**config.mk**
```make
export PLATFORM = sky130hd
export DESIGN_NAME = multiword_add_sequencer
export DESIGN_NICKNAME = d
export VERILOG_FILES = /design/src/rtl/multiword_add_sequencer.sv
export SDC_FILE = /design/constraint.sdc
export NUM_CORES = 1
export LEC_CHECK = 0
export BUFFER_PORTS_ARGS = -buffer_cell sky130_fd_sc_hd__buf_2
export CAP_MARGIN = 0
export CORE_ASPECT_RATIO = 0.75
export CORE_MARGIN = 5
export CORE_UTILIZATION = 42
export DETAILED_ROUTE_END_ITERATION = 10
export GPL_TIMING_DRIVEN = 1
export PLACE_DENSITY = 0.79
export RECOVER_POWER = 100
export SLEW_MARGIN = 20
export SYNTH_ARGS = -nofsm -noshare
export SYNTH_HDL_FRONTEND = slang
export SYNTH_SLANG_ARGS = --single-unit
export TNS_END_PERCENT = 10
```
**constraint.sdc**
```tcl
create_clock -name clk -period 1.2 [get_ports clk]
set_input_delay 0.24 -clock clk [delete_from_list [all_inputs] [get_ports clk]]
set_output_delay 0.24 -clock clk [all_outputs]
set_load 0.05 [all_outputs]
```
**src/rtl/multiword_add_sequencer.sv**
```systemverilog
// Operand/result pipeline around an external 32-bit ripple adder that chains carries across beats.
// Optional MULTIWORD_ADD_PROTOCOL_CHECK_EN adds out_err flagging truncated packets and orphan beats.
module multiword_add_sequencer #(
    parameter int WIDTH = 32
) (
    input  logic             clk,
    input  logic             rst_n,
    input  logic             in_valid,
    output logic             in_ready,
    input  logic [WIDTH-1:0] in_a,
    input  logic [WIDTH-1:0] in_b,
    input  logic             in_sub,
    input  logic             in_first,
    input  logic             in_last,
    output logic [WIDTH-1:0] add_a,
    output logic [WIDTH-1:0] add_b,
    output logic             add_cin,
    input  logic [WIDTH-1:0] add_sum,
    input  logic             add_cout,
    output logic             out_valid,
    input  logic             out_ready,
    output logic [WIDTH-1:0] out_sum,
    output logic             out_first,
    output logic             out_last,
    output logic             out_cout,
    output logic             out_overflow,
    output logic             out_zero
`ifdef MULTIWORD_ADD_PROTOCOL_CHECK_EN
    ,
    output logic             out_err
`endif
);

    typedef enum logic {
        ST_IDLE,
        ST_IN_PKT
    } state_t;

    state_t           r_state;
    state_t           w_state_next;

    logic             r_s1_valid;
    logic [WIDTH-1:0] r_s1_a;
    logic [WIDTH-1:0] r_s1_b;
    logic             r_s1_sub;
    logic             r_s1_first;
    logic             r_s1_last;
    logic             r_sub_q;
    logic             r_carry_q;
    logic             r_zero_acc;

    logic             r_out_valid;
    logic [WIDTH-1:0] r_out_sum;
    logic             r_out_first;
    logic             r_out_last;
    logic             r_out_cout;
    logic             r_out_overflow;
    logic             r_out_zero;

    logic             w_accept;
    logic             w_s1_advance;
    logic             w_eff_first;
    logic             w_eff_sub;
    logic [WIDTH-1:0] w_add_b;
    logic             w_zero_next;
    logic             w_overflow;

    assign w_s1_advance = r_s1_valid && (!r_out_valid || out_ready);
    assign in_ready     = !r_s1_valid || w_s1_advance;
    assign w_accept     = in_valid && in_ready;

    // An orphan beat arriving in IDLE is promoted to a packet start.
    assign w_eff_first  = in_first || (r_state == ST_IDLE);
    assign w_eff_sub    = w_eff_first ? in_sub : r_sub_q;

    assign w_add_b      = r_s1_sub ? ~r_s1_b : r_s1_b;
    assign add_a        = r_s1_a;
    assign add_b        = w_add_b;
    assign add_cin      = r_s1_first ? r_s1_sub : r_carry_q;

    assign w_zero_next  = (r_s1_first ? 1'b1 : r_zero_acc) && (add_sum == '0);
    assign w_overflow   = r_s1_last && (r_s1_a[WIDTH-1] == w_add_b[WIDTH-1])
                          && (add_sum[WIDTH-1] != r_s1_a[WIDTH-1]);

    always_comb begin
        w_state_next = r_state;
        if (w_accept) begin
            w_state_next = in_last ? ST_IDLE : ST_IN_PKT;
        end
    end

    always_ff @(posedge clk) begin
        if (!rst_n) begin
            r_state <= ST_IDLE;
        end else begin
            r_state <= w_state_next;
        end
    end

    always_ff @(posedge clk) begin
        if (!rst_n) begin
            r_s1_valid     <= 1'b0;
            r_s1_a         <= '0;
            r_s1_b         <= '0;
            r_s1_sub       <= 1'b0;
            r_s1_first     <= 1'b0;
            r_s1_last      <= 1'b0;
            r_sub_q        <= 1'b0;
            r_carry_q      <= 1'b0;
            r_zero_acc     <= 1'b1;
            r_out_valid    <= 1'b0;
            r_out_sum      <= '0;
            r_out_first    <= 1'b0;
            r_out_last     <= 1'b0;
            r_out_cout     <= 1'b0;
            r_out_overflow <= 1'b0;
            r_out_zero     <= 1'b0;
        end else begin
            if (w_accept) begin
                r_s1_valid <= 1'b1;
                r_s1_a     <= in_a;
                r_s1_b     <= in_b;
                r_s1_sub   <= w_eff_sub;
                r_s1_first <= w_eff_first;
                r_s1_last  <= in_last;
                if (w_eff_first) begin
                    r_sub_q <= in_sub;
                end
            end else if (w_s1_advance) begin
                r_s1_valid <= 1'b0;
            end

            if (w_s1_advance) begin
                r_carry_q      <= add_cout;
                r_zero_acc     <= w_zero_next;
                r_out_valid    <= 1'b1;
                r_out_sum      <= add_sum;
                r_out_first    <= r_s1_first;
                r_out_last     <= r_s1_last;
                r_out_cout     <= add_cout;
                r_out_overflow <= w_overflow;
                r_out_zero     <= r_s1_last && w_zero_next;
            end else if (out_ready) begin
                r_out_valid <= 1'b0;
            end
        end
    end

    assign out_valid    = r_out_valid;
    assign out_sum      = r_out_sum;
    assign out_first    = r_out_first;
    assign out_last     = r_out_last;
    assign out_cout     = r_out_cout;
    assign out_overflow = r_out_overflow;
    assign out_zero     = r_out_zero;

`ifdef MULTIWORD_ADD_PROTOCOL_CHECK_EN
    logic r_s1_err;
    logic r_out_err;

    always_ff @(posedge clk) begin
        if (!rst_n) begin
            r_s1_err  <= 1'b0;
            r_out_err <= 1'b0;
        end else begin
            if (w_accept) begin
                r_s1_err <= (in_first && (r_state == ST_IN_PKT))
                            || (!in_first && (r_state == ST_IDLE));
            end
            if (w_s1_advance) begin
                r_out_err <= r_s1_err;
            end
        end
    end

    assign out_err = r_out_err;
`endif

endmodule

```
-- Word-level counts from Yosys, hierarchy flattened
Index checks and enable logic that the tools add are counted.
- bitwise operators: 2
- reductions and logical operators: 15
- mux-type cells: 8
- equality and inequality tests: 2
- operators by type and width (kind ; number):
    $logic_not A32 Y1 ; 1
    $mux W32 ; 1
    $not A32 Y32 ; 1
    $mux W1 ; 7
    $logic_and A1 B1 Y1 ; 6
    $reduce_bool A2 Y1 ; 2
    $logic_or A1 B1 Y1 ; 3
    $logic_not A1 Y1 ; 2
    $reduce_and A2 Y1 ; 1
    $eq A1 B1 Y1 ; 1
    $ne A1 B1 Y1 ; 1
    $not A1 Y1 ; 1
- output and inout port bits: 104
- register bits after elaboration: 108

-- Depth between registers and ports, before layout
Gate-level depths: netlist of the first run.
- depth in word-level cells: 6
- mapped depth: 6
- depth with buffers taken out: 4

-- Worst setup path before layout of the first run
Ideal clock, no wire load.
- path type: register -> register
- from: reg r_sub_q (netlist name)
- to: reg r_out_overflow (netlist: out_overflow)
- period minus slack after synthesis: 1.819 ns
- stages on the path, launching flop included: 6
- data arrival time: 1.744 ns
- setup time: 0.076 ns
- path buffers: 1
- data required time: 1.124 ns
- setup slack: -0.619 ns
- cells stage by stage: dfxtp_1 buf_2 xor2_1 mux2i_1 nand3_1 a21boi_0
- RTL lines (what ; line ; RTL):
    end signal: assignment ; 141 ; r_out_overflow <= w_overflow;
    end: declaration ; 57 ; logic r_out_overflow;

==> impl_metrics.prom, run 1 <==
# TYPE chip_impl_metric gauge
chip_impl_info{name="outcome",value="finished with violations"} 1
chip_impl_info{name="failed_checks",value="negative setup slack"} 1
chip_impl_metric{name="io_pins",unit=""} 208
chip_impl_metric{name="report.final.slew_viol_count",unit=""} 0
chip_impl_metric{name="worst_path_arrival_time",unit="ps"} 1380
chip_impl_info{name="synthDominantAreaCellType",value="dfxtp_1"} 1
chip_impl_metric{name="timing.hold.ws",unit="ps"} 139.7
chip_impl_metric{name="avgSynthCellArea",unit="um^2"} 8.585
chip_impl_metric{name="synth.net_count",unit=""} 625
chip_impl_info{name="worst_setup_path_startpoint",value="r_sub_q"} 1
chip_impl_metric{name="grt.total_usage",unit="%"} 19.31
chip_impl_metric{name="intPower",unit="W"} 0.006429
chip_impl_metric{name="worstSkewPairLatency",unit="ps"} 340
chip_impl_metric{name="routed-wl-met2",unit="um"} 6252
chip_impl_metric{name="setup_viol_count_final",unit=""} 102
chip_impl_metric{name="clk_pin_slew",unit="ps"} 70
chip_impl_metric{name="postSynth.asyncResetShare",unit="%"} 0
chip_impl_metric{name="netSwitchingPower",unit="W"} 0.002970
chip_impl_metric{name="sw_frac_of_total",unit="%"} 31.60
chip_impl_metric{name="final_nets",unit=""} 836
chip_impl_metric{name="power.ir.vdd_worst",unit="mV"} 0.8012
chip_impl_metric{name="tightest_slew",unit="ps"} 359.1
chip_impl_info{name="endpoint_kind",value="output port"} 1
chip_impl_metric{name="areaGrowthSynthToFinish",unit="%"} 57.68
chip_impl_metric{name="core-area",unit="mm^2"} 0.01033
chip_impl_metric{name="synth.distinct_cells",unit=""} 25
chip_impl_metric{name="grt_overflow",unit=""} 0
chip_impl_metric{name="number_of_port_buffers",unit=""} 207
chip_impl_metric{name="top_fanout_value_on_the_critical_path",unit=""} 7
chip_impl_metric{name="htree_levels",unit=""} 3
chip_impl_info{name="crit_slowest_cell",value="dfxtp_4"} 1
chip_impl_metric{name="synth_cells",unit=""} 521
chip_impl_metric{name="chipWidth",unit="um"} 129.2
chip_impl_metric{name="yosysSeqAreaShare",unit="%"} 48.34
chip_impl_metric{name="grt_max_degree",unit=""} 48
chip_impl_metric{name="floorplan.initialDensity",unit="%"} 43.30
chip_impl_metric{name="layout_worst_path_cycle_share",unit="%"} 134.6
chip_impl_metric{name="antenna-diode-count",unit=""} 0
chip_impl_info{name="grt_setup_unrepaired",value="true"} 1
chip_impl_metric{name="timing_hold_violations_final",unit=""} 0
chip_impl_metric{name="finalNonFillerCells",unit=""} 873
chip_impl_metric{name="rows",unit=""} 32
chip_impl_metric{name="p_leak",unit="nW"} 3.099
chip_impl_metric{name="dr_total_vias",unit=""} 4215
chip_impl_metric{name="grt_antenna_before_repair",unit=""} 0
chip_impl_info{name="worst_r2r_endpoint",value="r_s1_b[12]"} 1
chip_impl_info{name="cp-start-kind",value="flop"} 1
chip_impl_metric{name="mappedNetlistArea",unit="mm^2"} 0.004473
chip_impl_metric{name="cap_violations",unit=""} 0
chip_impl_metric{name="maxClockFrequency",unit="MHz"} 619.0
chip_impl_info{name="crit_chain",value="buf_6 > mux2_2 > buf_4"} 1
chip_impl_metric{name="cp.required",unit="ps"} 960
chip_impl_metric{name="timing.slew.headroom",unit="%"} 75.84
chip_impl_metric{name="drc",unit=""} 0
chip_impl_metric{name="gpl.final_weighted_congestion",unit=""} 0.8400
chip_impl_metric{name="post_drt_via_cell_ratio",unit=""} 4.828
chip_impl_metric{name="firstDrtPassIters",unit=""} 4
chip_impl_metric{name="placement.cell_area",unit="mm^2"} 0.006337
chip_impl_metric{name="finalWirelength",unit="um"} 12780
chip_impl_metric{name="worst_slack",unit="ps"} -415.4
chip_impl_metric{name="power_per_cell_area",unit="mW/mm^2"} 1333
chip_impl_metric{name="via_count_of_the_first_global_routing_pass",unit=""} 4156
chip_impl_metric{name="p_clk_share",unit="%"} 32.5
chip_impl_metric{name="antenna_violating_nets_post_route",unit=""} 0
chip_impl_metric{name="dpl.hpwl",unit="um"} 9534
chip_impl_metric{name="fin_worst_skew",unit="ps"} 5.646
chip_impl_info{name="timing.rr.start",value="out_valid"} 1
chip_impl_metric{name="worst_path_largest_cell_delay",unit="ps"} 410
chip_impl_metric{name="ys_warn_count",unit=""} 0
chip_impl_info{name="synth.cells.most_frequent",value="nand2_1 (204), dfxtp_1 (108), a21boi_1 (56)"} 1
chip_impl_info{name="ys_top_cells_by_area",value="dfxtp_1 (48%), nand2_1 (17%), a21boi_1 (9.4%)"} 1
chip_impl_metric{name="reg2regPathDepth",unit=""} 5
chip_impl_metric{name="drtIter0Drc",unit=""} 160
chip_impl_info{name="synthFlopType",value="dfxtp_1"} 1
chip_impl_metric{name="fin_area",unit="mm^2"} 0.007053
chip_impl_info{name="cts_root_buf",value="clkbuf_16"} 1
chip_impl_metric{name="clockBufferDepth",unit=""} 2
chip_impl_metric{name="cts_hold_repair.buffers",unit=""} 0
chip_impl_metric{name="layout.core_utilization",unit="%"} 68.28
chip_impl_metric{name="place.detailed.instances",unit=""} 856
chip_impl_metric{name="detail_route.wirelength.met1",unit="um"} 5151
chip_impl_metric{name="worst-r2r-setup-slack",unit="ps"} -110
chip_impl_metric{name="fin_total_pwr",unit="W"} 0.009399
chip_impl_metric{name="min_period",unit="ps"} 1615
chip_impl_metric{name="detail_route.wl_per_cell",unit="um"} 14.64
chip_impl_metric{name="die-area",unit="mm^2"} 0.01284
chip_impl_info{name="cts_tree",value="built"} 1
chip_impl_metric{name="die_y",unit="um"} 99.38
chip_impl_info{name="termination_of_the_worst_setup_path",value="add_cin"} 1
chip_impl_metric{name="grt_pass1_wl",unit="um"} 20140
chip_impl_info{name="crit_type",value="flop to output port"} 1
chip_impl_metric{name="power.share.sequential",unit="%"} 42.1
chip_impl_metric{name="share_of_final_layout_standard_cells_stronger_than_drive_strength_1",unit="%"} 40.30
chip_impl_info{name="most_common_cell_in_the_netlist",value="nand2_1"} 1
chip_impl_metric{name="synth.ff_latch_count",unit=""} 108
chip_impl_metric{name="synth_enable_flop_cells",unit=""} 0
chip_impl_info{name="hold_path.class",value="primary input to flop"} 1
chip_impl_metric{name="routed-wl-met3",unit="um"} 1163
chip_impl_metric{name="inserted_clock_buffers",unit=""} 9
chip_impl_metric{name="post-synth-top-area-fraction",unit="%"} 48.34
chip_impl_metric{name="share_comb_of_total_power",unit="%"} 25.4
chip_impl_metric{name="final.fill_count",unit=""} 809
chip_impl_metric{name="clock-sinks",unit=""} 108
chip_impl_info{name="top_layer",value="met4"} 1
-- state kept, by name, summed over array words and instances, names as in the netlist --
signal and cells:
out_zero 1, r_s1_b 32, out_overflow 1, r_state 1, r_s1_last 1, out_first 1, out_last 1, out_sum 32
r_sub_q 1, r_zero_acc 1, r_s1_first 1, out_valid 1, out_cout 1, add_a 32, r_s1_valid 1
-- critical path: cells and delay by family, from the launching register on --
| kind | cells | cell delay [ps] |
|---|---|---|
| flip-flops | 1 | 410 |
| buffers and inverters | 2 | 360 |
| multiplexers | 1 | 260 |
-- area by class of cell --
class / count / area (um^2) / area share (%)
tap: 136 / 170.2 / 2.413
clock inverter: 5 / 57.56 / 0.8160
timing repair buffer: 238 / 1727 / 24.48
multi-input combinational: 373 / 2668 / 37.82
sequential: 108 / 2170 / 30.76
inverter: 2 / 7.507 / 0.1064
clock buffer: 11 / 254.0 / 3.601
-- cell families after synthesis --
family	after synthesis	share of synthesized area [%]
xor+xnor	32	6.266
buf+inv	40	5.566
flops	108	48.34
compound gates	110	18.57
mux	2	0.4755
simple gates	229	20.78
-- placed cells by master, fill, tap and decap left out, drive strengths merged, types with 3 or more instances in the layout --
master	instances
a21boi	106
and2	3
buf	197
clkbuf	52
clkinv	3
dfxtp	108
inv	3
nand2	205
nand2b	3
nand3	6
nor4	8
xor2	32
-- metrics by stage --
stage	TNS, ps	setup slack, ps
5_1_grt	-27650	-461.8
6_report	-17280	-415.4
4_1_cts	-13620	-433.9
2_1_floorplan	-10830	-136.7
3_3_place_gp	-3392	-201.8
3_5_place_dp	-4156	-208.4
-- worst min path at each step --
stage / from / slack (ps) / end / cells after the start
after CTS: in_a[7] / 130 / add_a[7] / 3
after detailed placement: out_sum[27] / 450 / out_sum[27] / 2
after floorplan: add_sum[1] / 370 / out_sum[1] / 2
after global routing: in_a[14] / 130 / add_a[14] / 3
after global placement: add_a[7] / 440 / add_a[7] / 2
final: in_a[13] / 140 / add_a[13] / 3
-- power groups by stage --
stage | clock [W] | combinational (W) | sequential (W)
after floorplan | 0 | 0.00119 | 0.00443
after global placement | 0 | 0.00213 | 0.00402
after detailed placement | 0 | 0.00216 | 0.00403
after CTS | 0.00312 | 0.00228 | 0.00396
after global routing | 0.00327 | 0.00252 | 0.00399
final | 0.00305 | 0.00239 | 0.00396
-- what timing repair did --
item / CTS / global route
resized for setup: 67 / 89
setup endpoints to repair: 107 / 130
buffers inserted: 0 / 0
gates cloned: 0 / 1
pin swaps: 0 / 6
-- layer usage --
metal  GRT usage [%]  vias to the layer above
met1           23.37                     1962
li1                -                     2098
met3           7.461                       17
met4           5.650                        0
met5               0                        -
met2           31.97                      138
(Power assumes the default switching activity.)
==> run 2: changes to the inputs <==
- ABC_AREA: unset -> 1
- PLACE_DENSITY: 0.79 -> 0.8
==> run 2 against run 1 <==
The flow still finishes with violations (negative setup slack). Critical path depth unchanged. Worst setup slack improved by 1.2 ps. Sequential share of layout area increased by 0.72 points. Sequential power increased by 4%. Critical path type unchanged. Critical endpoint is now add_b[15]. Largest cell class unchanged. Largest power group unchanged.
==> impl_metrics.prom, run 2 <==
# TYPE chip_impl_metric gauge
chip_impl_info{name="outcome",value="finished with violations"} 1
chip_impl_info{name="failed_checks",value="negative setup slack"} 1
chip_impl_metric{name="core-area",unit="mm^2"} 0.01021
chip_impl_metric{name="ys_warn_count",unit=""} 0
chip_impl_metric{name="share_of_final_layout_standard_cells_stronger_than_drive_strength_1",unit="%"} 44.30
chip_impl_metric{name="min_period",unit="ps"} 1614
chip_impl_info{name="cts_root_buf",value="clkbuf_16"} 1
chip_impl_metric{name="synth_enable_flop_cells",unit=""} 0
chip_impl_metric{name="yosysSeqAreaShare",unit="%"} 49.77
chip_impl_metric{name="inserted_clock_buffers",unit=""} 9
chip_impl_metric{name="timing_hold_violations_final",unit=""} 0
chip_impl_metric{name="layout_worst_path_cycle_share",unit="%"} 134.5
chip_impl_metric{name="number_of_port_buffers",unit=""} 207
chip_impl_metric{name="report.final.slew_viol_count",unit=""} 0
chip_impl_metric{name="post-synth-top-area-fraction",unit="%"} 49.77
chip_impl_metric{name="fin_total_pwr",unit="W"} 0.01018
chip_impl_info{name="cts_tree",value="built"} 1
chip_impl_metric{name="clk_pin_slew",unit="ps"} 70
chip_impl_metric{name="floorplan.initialDensity",unit="%"} 42.55
chip_impl_metric{name="setup_viol_count_final",unit=""} 36
chip_impl_metric{name="worstSkewPairLatency",unit="ps"} 340
chip_impl_metric{name="worst_slack",unit="ps"} -414.3
chip_impl_metric{name="grt.total_usage",unit="%"} 20.68
chip_impl_metric{name="layout.core_utilization",unit="%"} 67.46
chip_impl_info{name="synthFlopType",value="dfxtp_1"} 1
chip_impl_info{name="synth.cells.most_frequent",value="nor2_1 (143), dfxtp_1 (108), o21ai_0 (97)"} 1
chip_impl_metric{name="placement.cell_area",unit="mm^2"} 0.006216
chip_impl_info{name="crit_type",value="flop to output port"} 1
chip_impl_metric{name="tightest_slew",unit="ps"} 287.4
chip_impl_metric{name="maxClockFrequency",unit="MHz"} 619.5
chip_impl_metric{name="grt_antenna_before_repair",unit=""} 0
chip_impl_metric{name="rows",unit=""} 32
chip_impl_metric{name="chipWidth",unit="um"} 127.4
chip_impl_metric{name="fin_area",unit="mm^2"} 0.006888
chip_impl_metric{name="grt_overflow",unit=""} 0
chip_impl_metric{name="firstDrtPassIters",unit=""} 5
chip_impl_metric{name="htree_levels",unit=""} 3
chip_impl_metric{name="fin_worst_skew",unit="ps"} 4.246
chip_impl_metric{name="finalWirelength",unit="um"} 12680
chip_impl_info{name="layout_commonest_cell",value="nor2_1"} 1
chip_impl_info{name="grt_setup_unrepaired",value="true"} 1
chip_impl_metric{name="timing.slew.headroom",unit="%"} 80.81
chip_impl_info{name="most_common_cell_in_the_netlist",value="nor2_1"} 1
chip_impl_metric{name="top_fanout_value_on_the_critical_path",unit=""} 9
chip_impl_metric{name="clockBufferDepth",unit=""} 2
chip_impl_metric{name="synth.distinct_cells",unit=""} 21
chip_impl_metric{name="drtIter0Drc",unit=""} 233
chip_impl_metric{name="postSynth.asyncResetShare",unit="%"} 0
chip_impl_metric{name="areaGrowthSynthToFinish",unit="%"} 58.55
chip_impl_metric{name="timing.hold.ws",unit="ps"} 147.5
chip_impl_metric{name="dr_total_vias",unit=""} 4248
chip_impl_metric{name="detail_route.wl_per_cell",unit="um"} 14.40
chip_impl_metric{name="final_nets",unit=""} 844
chip_impl_info{name="layout.cells.most_common_list",value="nor2_1 (158), dfxtp_1 (105), buf_2 (103)"} 1
chip_impl_metric{name="power.ir.vdd_worst",unit="mV"} 0.9487
chip_impl_metric{name="gpl.final_weighted_congestion",unit=""} 0.7883
chip_impl_info{name="hold_path.class",value="primary input to flop"} 1
chip_impl_metric{name="grt_pass1_wl",unit="um"} 21040
chip_impl_info{name="cp-start-kind",value="flop"} 1
chip_impl_metric{name="drc",unit=""} 0
chip_impl_metric{name="antenna-diode-count",unit=""} 0
chip_impl_metric{name="mappedNetlistArea",unit="mm^2"} 0.004344
chip_impl_metric{name="synth.net_count",unit=""} 640
chip_impl_metric{name="via_count_of_the_first_global_routing_pass",unit=""} 4407
chip_impl_info{name="endpoint_kind",value="output port"} 1
chip_impl_metric{name="synth_cells",unit=""} 536
chip_impl_metric{name="grt_max_degree",unit=""} 41
chip_impl_metric{name="final.fill_count",unit=""} 808
chip_impl_metric{name="worst_path_arrival_time",unit="ps"} 1370
chip_impl_metric{name="io_pins",unit=""} 208
chip_impl_info{name="synthDominantAreaCellType",value="dfxtp_1"} 1
chip_impl_metric{name="clock-sinks",unit=""} 108
chip_impl_metric{name="die-area",unit="mm^2"} 0.01250
chip_impl_metric{name="postCtsSetupBuffers",unit=""} 0
chip_impl_metric{name="die_y",unit="um"} 98.08
chip_impl_metric{name="avgSynthCellArea",unit="um^2"} 8.105
chip_impl_metric{name="antenna_violating_nets_post_route",unit=""} 0
chip_impl_info{name="ys_top_cells_by_area",value="dfxtp_1 (50%), nor2_1 (12%), o21ai_0 (11%)"} 1
chip_impl_metric{name="synth.ff_latch_count",unit=""} 108
chip_impl_metric{name="post_drt_via_cell_ratio",unit=""} 4.822
chip_impl_metric{name="p_leak",unit="nW"} 3.082
chip_impl_metric{name="cp.required",unit="ps"} 960
chip_impl_metric{name="dpl.hpwl",unit="um"} 9665
chip_impl_metric{name="power_per_cell_area",unit="mW/mm^2"} 1478
chip_impl_metric{name="cap_violations",unit=""} 0
## run 2: cell types whose count changed after synthesis, sizes merged, moves of 8 or more
cell / previous run / this run
a21oi: 0 / 16
a21boi: 106 / 0
o21ai: 0 / 102
nor4: 8 / 0
inv: 2 / 14
nand2: 205 / 17
nor2: 1 / 203
## run 2: final timing paths
path	slack [ps]	start	end	cells past startpoint
worst max-delay path	-410	r_sub_q	add_b[15]	3
worst min register to register	450	r_state	r_state	2
worst max register to register	-80	r_sub_q	out_overflow	6
worst min-delay path	150	add_sum[14]	out_sum[14]	3
## run 2: per-stage QoR
stage	instances	worst slack (ps)	TNS [ps]
after floorplan	536	-142.2	-12650
after global placement	865	-141.9	-4067
after detailed placement	865	-154.2	-5251
after CTS	881	-446.4	-13910
after global routing	881	-473.8	-18530
final	881	-414.3	-12960
## run 2: where the power goes
part	switching (W)	leakage (nW)	internal (W)	total, W
clock network	0.00131	0.155	0.00170	0.00301
logic	0.00194	2.03	0.00112	0.00306
registers	0.000268	0.896	0.00384	0.00411
## run 2: layer usage
| layer | vias to the layer above | track usage, % | part of all wire, % |
|---|---|---|---|
| met5 | - | 0 | 0 |
| met4 | 0 | 7.255 | 2.6 |
| met3 | 30 | 6.014 | 7.6 |
| met2 | 148 | 36.68 | 51 |
| met1 | 1975 | 23.70 | 38 |
| li1 | 2095 | - | - |
## run 2: cell type report
type	instances	area (um^2)	share of cell area, %
clock buffer	10	239.0	3.470
clock inverter	6	72.57	1.054
inverter	14	52.55	0.7629
multi-input combinational	378	2461	35.73
sequential	108	2168	31.48
tap	136	170.2	2.470
timing repair buffer	229	1724	25.03
## run 2: critical path, cell delays in order, from the launching register on
cell	delay, ps
dfxtp_4	460
buf_12	240
xor2_4	160
buf_6	170
## run 2: cells by family (layout without fill, tap and decap cells)
group	count (synthesis)	in the layout	share of synthesized area, %
compound gates	120	120	13.94
flops	108	108	49.77
buf+inv	50	259	6.308
simple gates	226	226	23.53
xor+xnor	32	32	6.452
## run 2: what timing repair did
| item | 4_1_cts | 5_1_grt |
|---|---|---|
| endpoints found under the setup margin | 85 | 97 |
| resized for setup | 113 | 43 |
| hold buffers | 0 | 0 |
